==> src/rtl/sync_debounce_pkg.sv <==
// -----------------------------------------------------------------------------
// debounce_pkg
//   Shared types and constants for the sync_debounce input conditioner.
//   - db_state_t : debounce FSM state encoding.
//   - GLITCH_W   : width of the optional rejected-transition counter.
//   - stable_state() : maps a level to the FSM state that holds it.
// -----------------------------------------------------------------------------
package debounce_pkg;

    typedef enum logic [1:0] {
        STABLE_LO,
        CHK_HI,
        STABLE_HI,
        CHK_LO
    } db_state_t;

    localparam int GLITCH_W = 16;

    function automatic db_state_t stable_state(input logic lvl);
        return lvl ? STABLE_HI : STABLE_LO;
    endfunction

endpackage

==> src/rtl/sync_debounce_if.sv <==
// -----------------------------------------------------------------------------
// sync_debounce_if
//   Signal bundle between a debounce block and its user.
//   master : drives din_async, tick (and glitch_clr); observes level/rise/fall.
//   slave  : the debounce block itself.
//   With DEBOUNCE_STATS_EN defined the bundle also carries glitch_cnt and
//   glitch_clr.
// -----------------------------------------------------------------------------
interface sync_debounce_if;
    import debounce_pkg::*;

    logic din_async;  // raw asynchronous input
    logic tick;       // sample qualifier
    logic level;      // debounced level
    logic rise;       // one-clk pulse on accepted 0->1
    logic fall;       // one-clk pulse on accepted 1->0

`ifdef DEBOUNCE_STATS_EN
    logic [GLITCH_W-1:0] glitch_cnt;  // rejected transitions, saturating
    logic                glitch_clr;  // synchronous clear of glitch_cnt

    modport master (
        output din_async, tick, glitch_clr,
        input  level, rise, fall, glitch_cnt
    );

    modport slave (
        input  din_async, tick, glitch_clr,
        output level, rise, fall, glitch_cnt
    );
`else
    modport master (
        output din_async, tick,
        input  level, rise, fall
    );

    modport slave (
        input  din_async, tick,
        output level, rise, fall
    );
`endif

endinterface

==> src/rtl/sync_debounce_sync_chain.sv <==
// -----------------------------------------------------------------------------
// sync_chain
//   N-flop synchronizer with asynchronous active-low reset.
//   Parameters : STAGES  - number of flops (>= 2)
//                RST_VAL - value loaded into every flop while in reset
//   Ports      : clk, rst_n  - clock / async active-low reset
//                d           - asynchronous input
//                q           - synchronized output (last flop)
// -----------------------------------------------------------------------------
module sync_chain #(
    parameter int STAGES  = 2,
    parameter bit RST_VAL = 1'b0
) (
    input  logic clk,
    input  logic rst_n,
    input  logic d,
    output logic q
);

    logic [STAGES-1:0] ff;

    always_ff @(posedge clk or negedge rst_n) begin
        if (!rst_n) begin
            ff <= {STAGES{RST_VAL}};
        end else begin
            ff <= {ff[STAGES-2:0], d};
        end
    end

    assign q = ff[STAGES-1];

endmodule

==> src/rtl/sync_debounce.sv <==
// -----------------------------------------------------------------------------
// sync_debounce
//   Conditions an asynchronous, bouncy level into a clean clk-synchronous
//   level with single-cycle rise/fall pulses.
//   Chain: sync_chain -> debounce FSM with tick-qualified counter ->
//          registered level + edge pulses.
//
//   Parameters : SYNC_STAGES     - synchronizer depth, 2..4
//                DEBOUNCE_CYCLES - consecutive qualified samples to accept, >= 2
//                RESET_LEVEL     - level held by sync chain / output in reset
//   Ports      : clk, rst_n      - clock / async active-low reset
//                bus (slave)     - din_async, tick in; level, rise, fall out
//
//   Optional feature: define DEBOUNCE_STATS_EN to add the saturating
//   glitch_cnt output and glitch_clr input on the bus.
//
//   Latency with tick held high: level changes SYNC_STAGES+DEBOUNCE_CYCLES+1
//   edges after din_async changes.
// -----------------------------------------------------------------------------
module sync_debounce
    import debounce_pkg::*;
#(
    parameter int SYNC_STAGES     = 2,
    parameter int DEBOUNCE_CYCLES = 16,
    parameter bit RESET_LEVEL     = 1'b0
) (
    input  logic           clk,
    input  logic           rst_n,
    sync_debounce_if.slave bus
);

    localparam int               CNT_W     = $clog2(DEBOUNCE_CYCLES + 1);
    localparam logic [CNT_W-1:0] CNT_LAST  = CNT_W'(DEBOUNCE_CYCLES - 1);
    localparam db_state_t        RST_STATE = stable_state(RESET_LEVEL);

    generate
        if (SYNC_STAGES < 2 || SYNC_STAGES > 4) begin : g_bad_sync
            $error("sync_debounce: SYNC_STAGES must be in 2..4");
        end
        if (DEBOUNCE_CYCLES < 2) begin : g_bad_cycles
            $error("sync_debounce: DEBOUNCE_CYCLES must be >= 2");
        end
    endgenerate

    // -------------------------------------------------------------------------
    // Synchronizer: raw_s is the only view of din_async inside this block.
    // -------------------------------------------------------------------------
    logic raw_s;

    sync_chain #(
        .STAGES  (SYNC_STAGES),
        .RST_VAL (RESET_LEVEL)
    ) u_sync (
        .clk   (clk),
        .rst_n (rst_n),
        .d     (bus.din_async),
        .q     (raw_s)
    );

    // -------------------------------------------------------------------------
    // FSM + counter
    // -------------------------------------------------------------------------
    db_state_t        state_q, state_d;
    logic [CNT_W-1:0] cnt_q, cnt_d;
    logic             level_q, level_d;
    logic             rise_q, rise_d;
    logic             fall_q, fall_d;
    logic             accept;  // qualification completed this cycle
    logic             abort;   // pending transition rejected this cycle

    // State register
    always_ff @(posedge clk or negedge rst_n) begin
        if (!rst_n) begin
            state_q <= RST_STATE;
            cnt_q   <= '0;
            level_q <= RESET_LEVEL;
            rise_q  <= 1'b0;
            fall_q  <= 1'b0;
        end else begin
            state_q <= state_d;
            cnt_q   <= cnt_d;
            level_q <= level_d;
            rise_q  <= rise_d;
            fall_q  <= fall_d;
        end
    end

    // Next-state logic. A reversal is tested before the count so that a
    // reversal arriving on the completing sample always wins.
    always_comb begin
        // NOTE: every output of this block gets a default first so no path
        // leaves it unassigned; a missing default would infer a latch.
        state_d = state_q;
        cnt_d   = cnt_q;
        accept  = 1'b0;
        abort   = 1'b0;

        // NOTE: combinational blocks use blocking '=' so later statements see
        // the updated value; flops above use '<=' so all update together.
        unique case (state_q)
            STABLE_LO: begin
                if (raw_s) begin
                    state_d = CHK_HI;
                    cnt_d   = '0;
                end
            end
            CHK_HI: begin
                if (!raw_s) begin
                    state_d = STABLE_LO;
                    cnt_d   = '0;
                    abort   = 1'b1;
                end else if (bus.tick) begin
                    if (cnt_q == CNT_LAST) begin
                        state_d = STABLE_HI;
                        cnt_d   = '0;
                        accept  = 1'b1;
                    end else begin
                        cnt_d = cnt_q + 1'b1;
                    end
                end
            end
            STABLE_HI: begin
                if (!raw_s) begin
                    state_d = CHK_LO;
                    cnt_d   = '0;
                end
            end
            CHK_LO: begin
                if (raw_s) begin
                    state_d = STABLE_HI;
                    cnt_d   = '0;
                    abort   = 1'b1;
                end else if (bus.tick) begin
                    if (cnt_q == CNT_LAST) begin
                        state_d = STABLE_LO;
                        cnt_d   = '0;
                        accept  = 1'b1;
                    end else begin
                        cnt_d = cnt_q + 1'b1;
                    end
                end
            end
            default: begin
                state_d = RST_STATE;
                cnt_d   = '0;
            end
        endcase
    end

    // Output logic: level and pulses change only on acceptance, and the
    // direction follows the CHK_* state being left.
    always_comb begin
        level_d = level_q;
        rise_d  = 1'b0;
        fall_d  = 1'b0;
        if (accept) begin
            level_d = (state_q == CHK_HI);
            rise_d  = (state_q == CHK_HI);
            fall_d  = (state_q == CHK_LO);
        end
    end

    assign bus.level = level_q;
    assign bus.rise  = rise_q;
    assign bus.fall  = fall_q;

    // -------------------------------------------------------------------------
    // Optional rejected-transition statistics
    // -------------------------------------------------------------------------
`ifdef DEBOUNCE_STATS_EN
    logic [GLITCH_W-1:0] glitch_q;

    always_ff @(posedge clk or negedge rst_n) begin
        if (!rst_n) begin
            glitch_q <= '0;
        end else if (bus.glitch_clr) begin
            glitch_q <= '0;
        end else if (abort && (glitch_q != '1)) begin
            glitch_q <= glitch_q + 1'b1;
        end
    end

    assign bus.glitch_cnt = glitch_q;
`else
    logic unused_abort;
    assign unused_abort = abort;
`endif

endmodule

==> src/flat_wrapper.sv <==
// flat-port wrapper written by rule: the top's interface ports become plain ports
module sync_debounce_flat import debounce_pkg::*;
#(
    parameter int SYNC_STAGES     = 2,
    parameter int DEBOUNCE_CYCLES = 16,
    parameter bit RESET_LEVEL     = 1'b0
)
  (clk, rst_n, bus_din_async, bus_tick, bus_level, bus_rise, bus_fall);
  sync_debounce_if bus_i ();
  input  logic clk;
  input  logic rst_n;
  input wire logic [$bits(bus_i.din_async)-1:0] bus_din_async;
  input wire logic [$bits(bus_i.tick)-1:0] bus_tick;
  output wire logic [$bits(bus_i.level)-1:0] bus_level;
  output wire logic [$bits(bus_i.rise)-1:0] bus_rise;
  output wire logic [$bits(bus_i.fall)-1:0] bus_fall;
  assign bus_i.din_async = bus_din_async;
  assign bus_i.tick = bus_tick;
  assign bus_level = bus_i.level;
  assign bus_rise = bus_i.rise;
  assign bus_fall = bus_i.fall;
  sync_debounce #(.SYNC_STAGES(SYNC_STAGES), .DEBOUNCE_CYCLES(DEBOUNCE_CYCLES), .RESET_LEVEL(RESET_LEVEL)) u_core (.clk(clk), .rst_n(rst_n), .bus(bus_i));
endmodule
==> config.mk <==
export PLATFORM = sky130hd
export DESIGN_NAME = sync_debounce_flat
export DESIGN_NICKNAME = d
export VERILOG_FILES = /design/src/rtl/sync_debounce_pkg.sv /design/src/rtl/sync_debounce_if.sv /design/src/rtl/sync_debounce_sync_chain.sv /design/src/rtl/sync_debounce.sv /design/src/flat_wrapper.sv
export SDC_FILE = /design/constraint.sdc
export NUM_CORES = 1
export LEC_CHECK = 0
export ABC_AREA = 1
export BUFFER_PORTS_ARGS = -buffer_cell sky130_fd_sc_hd__buf_4
export CORE_AREA = 2 2 39 41
export CTS_BUF_LIST = sky130_fd_sc_hd__clkbuf_8
export CTS_CLUSTER_SIZE = 40
export DETAILED_ROUTE_END_ITERATION = 6
export DIE_AREA = 0 0 41 43
export SYNTH_ARGS = -nofsm -noshare
export SYNTH_HDL_FRONTEND = slang
export SYNTH_SLANG_ARGS = --single-unit
export TNS_END_PERCENT = 5
==> constraint.sdc <==
create_clock -name clk -period 3.1 [get_ports clk]
set_input_delay 0.465 -clock clk [delete_from_list [all_inputs] [get_ports clk]]
set_output_delay 0.465 -clock clk [all_outputs]
set_load 0.01 [all_outputs]
# --- After elaboration in Yosys (flattened, before gate mapping) ---
# Cells that the tools add are included.
word_totals:
  reg_bits: 12
  inputBits: 4
  out_inout_bits: 3
  word_cells: 43
op_classes:
  n_addsub: 1
  eq_ne: 10
  muxes: 23
  reduce_logical: 3
op_table:
  columns: ["operator", "count"]
  rows:
  - ["$mux W5", 6]
  - ["$pmux W5 S4", 1]
  - ["$mux W2", 8]
  - ["$pmux W2 S4", 1]
  - ["$mux W1", 6]
  - ["$ne A3 B2 Y1 const B", 2]
  - ["$ne A3 B3 Y1 const B", 2]
  - ["$reduce_and A6 Y1", 1]
  - ["$add A5 B1 Y5 const B", 1]
  - ["$eq A5 B4 Y1 const B", 1]
  - ["$eq A2 B2 Y1 const B", 2]
  - ["$ne A2 B2 Y1 const B", 2]
  - ["$eq A2 B1 Y1 const B", 1]
  - ["$logic_not A2 Y1", 1]
  - ["$pmux W1 S2", 1]
  - ["$reduce_and A2 Y1", 1]

# --- Longest topological paths before layout ---
# Gate-level depths: netlist of the first run.
logic_depth:
  depth_word: 6
  ltp_mapped: 8
  ltp_nobuf: 8

# --- Cells and area by module ---
# Synthesis of the first run repeated with hierarchy kept, for this count alone.
hier_totals:
  cells_unflattened: 65
  area_unflattened_um2: 610.6
modules_own_cells:
  columns: ["module", "instances", "cells_each", "area_per_inst_um2", "seq_area_each_um2"]
  rows:
  - ["sync_debounce", 1, 63, 560.5, 250.2]
  - ["sync_chain", 1, 2, 50.0, 50.0]

# --- Least setup slack after synthesis of the first run ---
# No wires, ideal clock.
synth_path:
  path_kind: "register -> register"
  startpoint: "register u_core.cnt_q[0]"
  endpoint: "register u_core.level_q (netlist: u_core.bus.level)"
  setup_ps: 121
  arrival_ps: 956
  t_required_ps: 2979
  path_slack_ps: 2023
  path_stages_with_launch: 7
  n_path_buf: 0
  period_less_slack_ps: 1077
  path_cell_list: "dfrtp_1 > ha_1 > nand3_1 > nor3_2 > nand2_2 > nand2_1 > o21ai_1"
synth_between:
  elab_chain_len: 5
  word_cells_on_any_way: 6
  cone_classes: "eq/ne (1); mux (5)"
synth_lines:
  columns: ["item", "line", "source"]
  rows:
  - ["start: declaration", "sync_debounce.sv:64", "logic [CNT_W-1:0] cnt_q, cnt_d;"]
  - ["start signal: assignment", "sync_debounce.sv:81", "cnt_q <= cnt_d;"]
  - ["$eq A5 B4 Y1 (*)", "sync_debounce.sv:113, sync_debounce.sv:134", null]
  - ["$mux W1 (*)", "sync_debounce.sv:113, sync_debounce.sv:134", null]
  - ["$mux W1 (*)", "sync_debounce.sv:112", "end else if (bus.tick) begin"]
  - ["$mux W1, on equally long branches", "sync_debounce.sv:129, sync_debounce.sv:108", null]
  - ["$pmux W1 S2 (*)", "sync_debounce.sv:100", "unique case (state_q)"]
  - ["end signal: assignment", "sync_debounce.sv:82", "level_q <= level_d;"]
  - ["end: declaration", "sync_debounce.sv:65", "logic level_q, level_d;"]
# Mark *: on every way between the ends. The rest lies on a longest branch, timed or not.
# A chain may end at the register's enable or synchronous reset.

# --- Worst setup path in the final report of the first run ---
layout_path:
  startpoint: "register u_core.level_q (netlist: u_core.bus.level)"
  endpoint: "output bus_level"
layout_lines:
  columns: ["item", "line", "source"]
  rows:
  - ["end: declaration", "flat_wrapper.sv:14", "output wire logic [$bits(bus_i.level)-1:0] bus_level;"]
# No word-level cell between the ends.

==> results_dict.tcl, run 1 <==
set metrics [dict create \
    status "finished, final reports clean" \
    multi_input_area_sq_um 226 \
    port_buffers 6 \
    setup_tns_ps 0 \
    start_kind "flip-flop" \
    placed_cell_area_sq_um 622 \
    skew_ps 0.571 \
    required_ps 2630 \
    crit_chain "buf_4" \
    max_stage_delay_ps 380 \
    worst-path-stages 1 \
    num_io_pins 7 \
    path_delay_family "flip-flops" \
    clk_latency_ps 240 \
    n_antenna_cell 0 \
    cts_made_buffers 3 \
    drc 0 \
    crit_type "reg -> out" \
    dpl.hpwl_microns 711 \
    post-route-period-util 0.395 \
    grt-ovfl-total 0 \
    grt_usage 0.162 \
    place_congestion 0.828 \
    layout_commonest_cell "nand2_1" \
    grt_max_degree 13 \
    stdcell_area_sq_um 663 \
    rr_startpoint "u_core.cnt_q[0]" \
    clkSinkCount 12 \
    power_w 0.000475 \
    grt_setup_unrepaired "false" \
    hold_path.class "in -> async" \
    relSlewSlack 0.863 \
    start_util 0.402 \
    die_area_sq_um 1760 \
    cts_tree "built" \
    coreArea_sq_um 1380 \
    antenna_left 0 \
    htree_levels 1 \
    utilization 0.479 \
    layout_common_cells "17 x nand2_1, 12 x dfrtp_1, 7 x inv_1" \
    via_per_inst 4.87 \
    cts_root_buffer "clkbuf_8" \
    min_period_ps 1220 \
    ys_ff_latch 12 \
    finalMaxSlewViolations 0 \
    leakage_nw 0.334 \
    crit_fanout 2 \
    cp.arrival_ps 760 \
    grt_pass1_wl_mm 1.84 \
    first_iter_violations 2 \
    worstPathBufferInverterCount 1 \
    antenna_found_initial 0 \
    drive_above_1_share 0.225 \
    cts_resized 0 \
    cts_setup_buffers 0 \
    ir_drop_v 0.000273 \
    crit_path_top_delay_cell "dfrtp_1" \
    synth.distinct_cells 16 \
    areaGrowthSynthToFinish_pct 19.1 \
    wl_per_cell_microns 10.6 \
    whs_ps 51.4 \
    syn_nets 67 \
    setup-violations-final 0 \
    regArea_sq_um 300 \
    grt_pass1_vias 426 \
    die_height_microns 43 \
    postCtsHoldBufs 0 \
    rrSetupSlack_ps 1940 \
    end_kind "output pin" \
    synthCells 62 \
    r2r-end "u_core.bus.level" \
    syn_area_sq_um 557 \
    final_nets 78 \
    ys_warn_count 0 \
    firstDrtPassIters 4 \
    hold_viol 0 \
    clkSlewWorstSetupHoldPaths_ps 50 \
    avgSynthCellArea_sq_um 8.98 \
    crit_end "bus_level" \
    p_per_area_nw_per_um2 716 \
    fill_cells 139 \
    startpoint "u_core.bus.level" \
    die-width_microns 41 \
    wl_microns 919 \
    timing.fmax_mhz 817 \
    clock_path_buffers 2 \
    num_rows 14 \
    num_vias 424 \
    reg2reg_depth 6 \
    ys_seq_area_frac 0.539 \
    maxCapViolCount 0 \
    tightest_slew_ps 206 \
]
[worst register-to-register path, stage by stage, from the launching register on]
cell	delay, ps
dfrtp_1	370
ha_1	170
nand3_1	120
nor3_2	170
nand2_2	100
nand2_1	60
o21ai_1	50
[per-layer routing]
metal,part of all wire,global-route usage,vias up,wire (microns)
met5,0,0,-,0
met4,0.034,0.140,0,31
met3,0.038,0.0314,4,35
met2,0.48,0.225,7,445
met1,0.44,0.202,199,406
li1,-,-,214,-
[synthesized netlist by cell type, drive strengths merged]
| cell | number | share of area |
|---|---|---|
| a21oi | 2 | 0.018 |
| dfrtp | 12 | 0.54 |
| ha | 1 | 0.022 |
| inv | 8 | 0.054 |
| nand2 | 21 | 0.17 |
| nand3 | 6 | 0.054 |
| nor2 | 5 | 0.063 |
| nor3 | 1 | 0.018 |
| o21ai | 4 | 0.036 |
| o22ai | 1 | 0.011 |
| xor2 | 1 | 0.016 |
[sequential cells by signal (all words and copies together), names as in the netlist, named ones only]
signal / count
u_core.bus.fall: 1
u_core.bus.level: 1
u_core.bus.rise: 1
u_core.cnt_q: 5
u_core.state_q: 1
u_core.u_sync.ff: 2
[per-stage QoR]
step / std cells / setup slack [ps]
2_1_floorplan: 62 / 2020
3_3_place_gp: 84 / 1910
3_5_place_dp: 84 / 1890
4_1_cts: 87 / 1860
5_1_grt: 87 / 1770
6_report: 87 / 1880
[worst min-delay path by stage]
stage	slack, ps	cells after the start	to	from
floorplan	170	0	asynchronous set/reset pin	rst_n
global placement	310	1	u_core.cnt_q[2]	rst_n
detailed placement	310	1	u_core.state_q[0]	rst_n
CTS	50	1	u_core.state_q[0]	rst_n
global route	60	1	u_core.state_q[0]	rst_n
finish	50	1	u_core.state_q[0]	rst_n
[where the power goes]
| part | total, W | internal [W] | leakage, nW | switching, W |
|---|---|---|---|---|
| combinational | 0.000131 | 0.0000460 | 0.155 | 0.0000849 |
| clock | 0.000138 | 0.0000852 | 0.0216 | 0.0000529 |
| sequential | 0.000206 | 0.000181 | 0.158 | 0.0000249 |
| total | 0.000475 | 0.000312 | 0.334 | 0.000163 |
[logic make-up after synthesis]
logic type / share of synthesized area
buffers and inverters: 0.0539
DFF: 0.539
AOI/OAI and AO/OA: 0.0652
xor gates and xnor gates: 0.0157
and+or+nand+nor: 0.303
adders and majority gates: 0.0225
[cell type report]
cell class,instances,share of cell area
timing repair buffer,6,0.0679
sequential,12,0.453
tap,16,0.0302
inverter,8,0.0453
multi-input combinational,42,0.342
clock buffer,3,0.0623
(Power assumes the default switching activity.)
==> inputs of run 2 (changes only) <==
==> constraint.sdc (replaced) <==
create_clock -name clk -period 1.15 [get_ports clk]
set_input_delay 0.1725 -clock clk [delete_from_list [all_inputs] [get_ports clk]]
set_output_delay 0.1725 -clock clk [all_outputs]
set_load 0.01 [all_outputs]
==> results_dict.tcl, run 2 (synthesized netlist as in run 1, its figures left out) <==
set metrics [dict create \
    status "complete, but fails checks" \
    violations "negative setup slack" \
    min_period_ps 1200 \
    final_nets 83 \
    required_ps 1270 \
    num_vias 432 \
    port_buffers 6 \
    maxCapViolCount 0 \
    grt_pass1_vias 407 \
    start_kind "flip-flop" \
    rrSetupSlack_ps -50 \
    place_congestion 0.835 \
    cts_made_buffers 3 \
    firstDrtPassIters 4 \
    wl_microns 977 \
    end_kind "flip-flop" \
    layout_common_cells "15 x nand2_1, 12 x dfrtp_1, 10 x buf_4" \
    tightest_slew_ps 221 \
    clock_path_buffers 2 \
    setup_tns_ps -93.2 \
    areaGrowthSynthToFinish_pct 28.5 \
    first_iter_violations 7 \
    n_antenna_cell 0 \
    drc 0 \
    regArea_sq_um 300 \
    htree_levels 1 \
    min_to "u_core.u_sync.ff[0]" \
    multi_input_area_sq_um 239 \
    dpl.hpwl_microns 711 \
    grt_setup_unrepaired "true" \
    timing.fmax_mhz 832 \
    wl_per_cell_microns 10.6 \
    relSlewSlack 0.852 \
    reg.largest.list "u_core.cnt_q (5), u_core.u_sync.ff (2)" \
    setup-violations-final 3 \
    layout_commonest_cell "nand2_1" \
    num_io_pins 7 \
    post-route-period-util 1.05 \
    clk_latency_ps 240 \
    drive_above_1_share 0.329 \
    antenna_found_initial 0 \
    finalMaxSlewViolations 0 \
    fill_cells 132 \
    num_rows 14 \
    crit_fanout 4 \
    grt_usage 0.145 \
    stdcell_area_sq_um 716 \
    grt_max_degree 13 \
    via_per_inst 4.70 \
    p_per_area_nw_per_um2 1900 \
    rr_startpoint "u_core.cnt_q[0]" \
    largest_register_ff_count 5 \
    whs_path_depth 1 \
    die_height_microns 43 \
    antenna_left 0 \
    cts_root_buffer "clkbuf_8" \
    hold_start "bus_din_async" \
    clkSlewWorstSetupHoldPaths_ps 50 \
    crit_type "reg -> reg" \
    placed_cell_area_sq_um 644 \
    leakage_nw 0.356 \
    start_util 0.402 \
    grt_pass1_wl_mm 1.61 \
    die_area_sq_um 1760 \
    ir_drop_v 0.000801 \
    coreArea_sq_um 1380 \
    max_flop_register "u_core.cnt_q" \
    hold_path.class "in -> reg" \
    skew_ps 1.37 \
    r2r-end "u_core.bus.level" \
    power_w 0.00136 \
    grt-ovfl-total 0 \
    fin_ws_ps -52.4 \
    die-width_microns 41 \
    cp.arrival_ps 1330 \
    clkSinkCount 12 \
    hold_viol 0 \
    reg2reg_depth 6 \
    cts_tree "built" \
]
-- run 2: cell count changes in the layout (fill, tap and decap cells not counted) --
| cell | change |
|---|---|
| nand2_2 | +2 |
| nor2_2 | +2 |
| buf_4 | +4 |
| ha_1 | -1 |
| nor2_1 | -2 |
| nand2_1 | -2 |
| dlygate4sd3_1 | +1 |
| ha_2 | +1 |
-- run 2: cell type report --
type | instances | share of cell area
multi-input combinational | 42 | 0.334
tap | 16 | 0.0280
sequential | 12 | 0.420
timing repair buffer | 11 | 0.119
clock buffer | 3 | 0.0577
inverter | 8 | 0.0420
-- run 2: how the worst max path moves through the flow --
stage	start	endpoint	slack, ps	cells past startpoint
after detailed placement	u_core.cnt_q[0]	u_core.bus.level	-5	6
after global placement	u_core.cnt_q[0]	u_core.bus.level	8	6
after floorplan	u_core.cnt_q[0]	u_core.bus.level	70	6
after global routing	u_core.cnt_q[0]	flip-flop	-130	8
final	u_core.cnt_q[0]	u_core.bus.level	-50	6
after CTS	u_core.cnt_q[0]	u_core.bus.level	-10	6
-- run 2: per-layer routing --
layer	share of wire	track usage	vias to the layer above
met5	0	0	-
met1	0.47	0.178	194
met3	0.045	0.0471	5
met2	0.45	0.194	8
met4	0.035	0.120	0
li1	-	-	225
-- run 2: repair_timing --
action | in CTS | in global routing
setup endpoints to repair | 2 | 9
hold endpoints to repair | 12 | 0
gates resized for setup | 0 | 5
pin swaps | 0 | 5
buffers inserted | 0 | 1
hold buffers | 1 | 0
-- run 2: report_power, final --
part | total, W | switching (W) | internal [W]
logic | 0.000449 | 0.000269 | 0.000180
clock network | 0.000370 | 0.000141 | 0.000230
registers | 0.000540 | 0.0000529 | 0.000487
-- run 2: worst max-delay path, cell delays in order (launching register included) --
cell and delay, ps:
dfrtp_1 380, ha_2 200, nand3_1 110, nor3_2 170, nand2_2 110, nand2_1 60, o21ai_1 50
-- run 2: stage by stage --
| stage | instances | hold slack (ps) | utilization | setup slack, ps |
|---|---|---|---|---|
| floorplan | 62 | -123 | - | 73.2 |
| global placement | 87 | 19.8 | 0.466 | 8.12 |
| detailed placement | 87 | 18.8 | 0.466 | -5.42 |
| CTS | 91 | 34.0 | 0.503 | -11.4 |
| global route | 92 | 28.4 | 0.517 | -134 |
| finish | 92 | 41.1 | 0.517 | -52.4 |
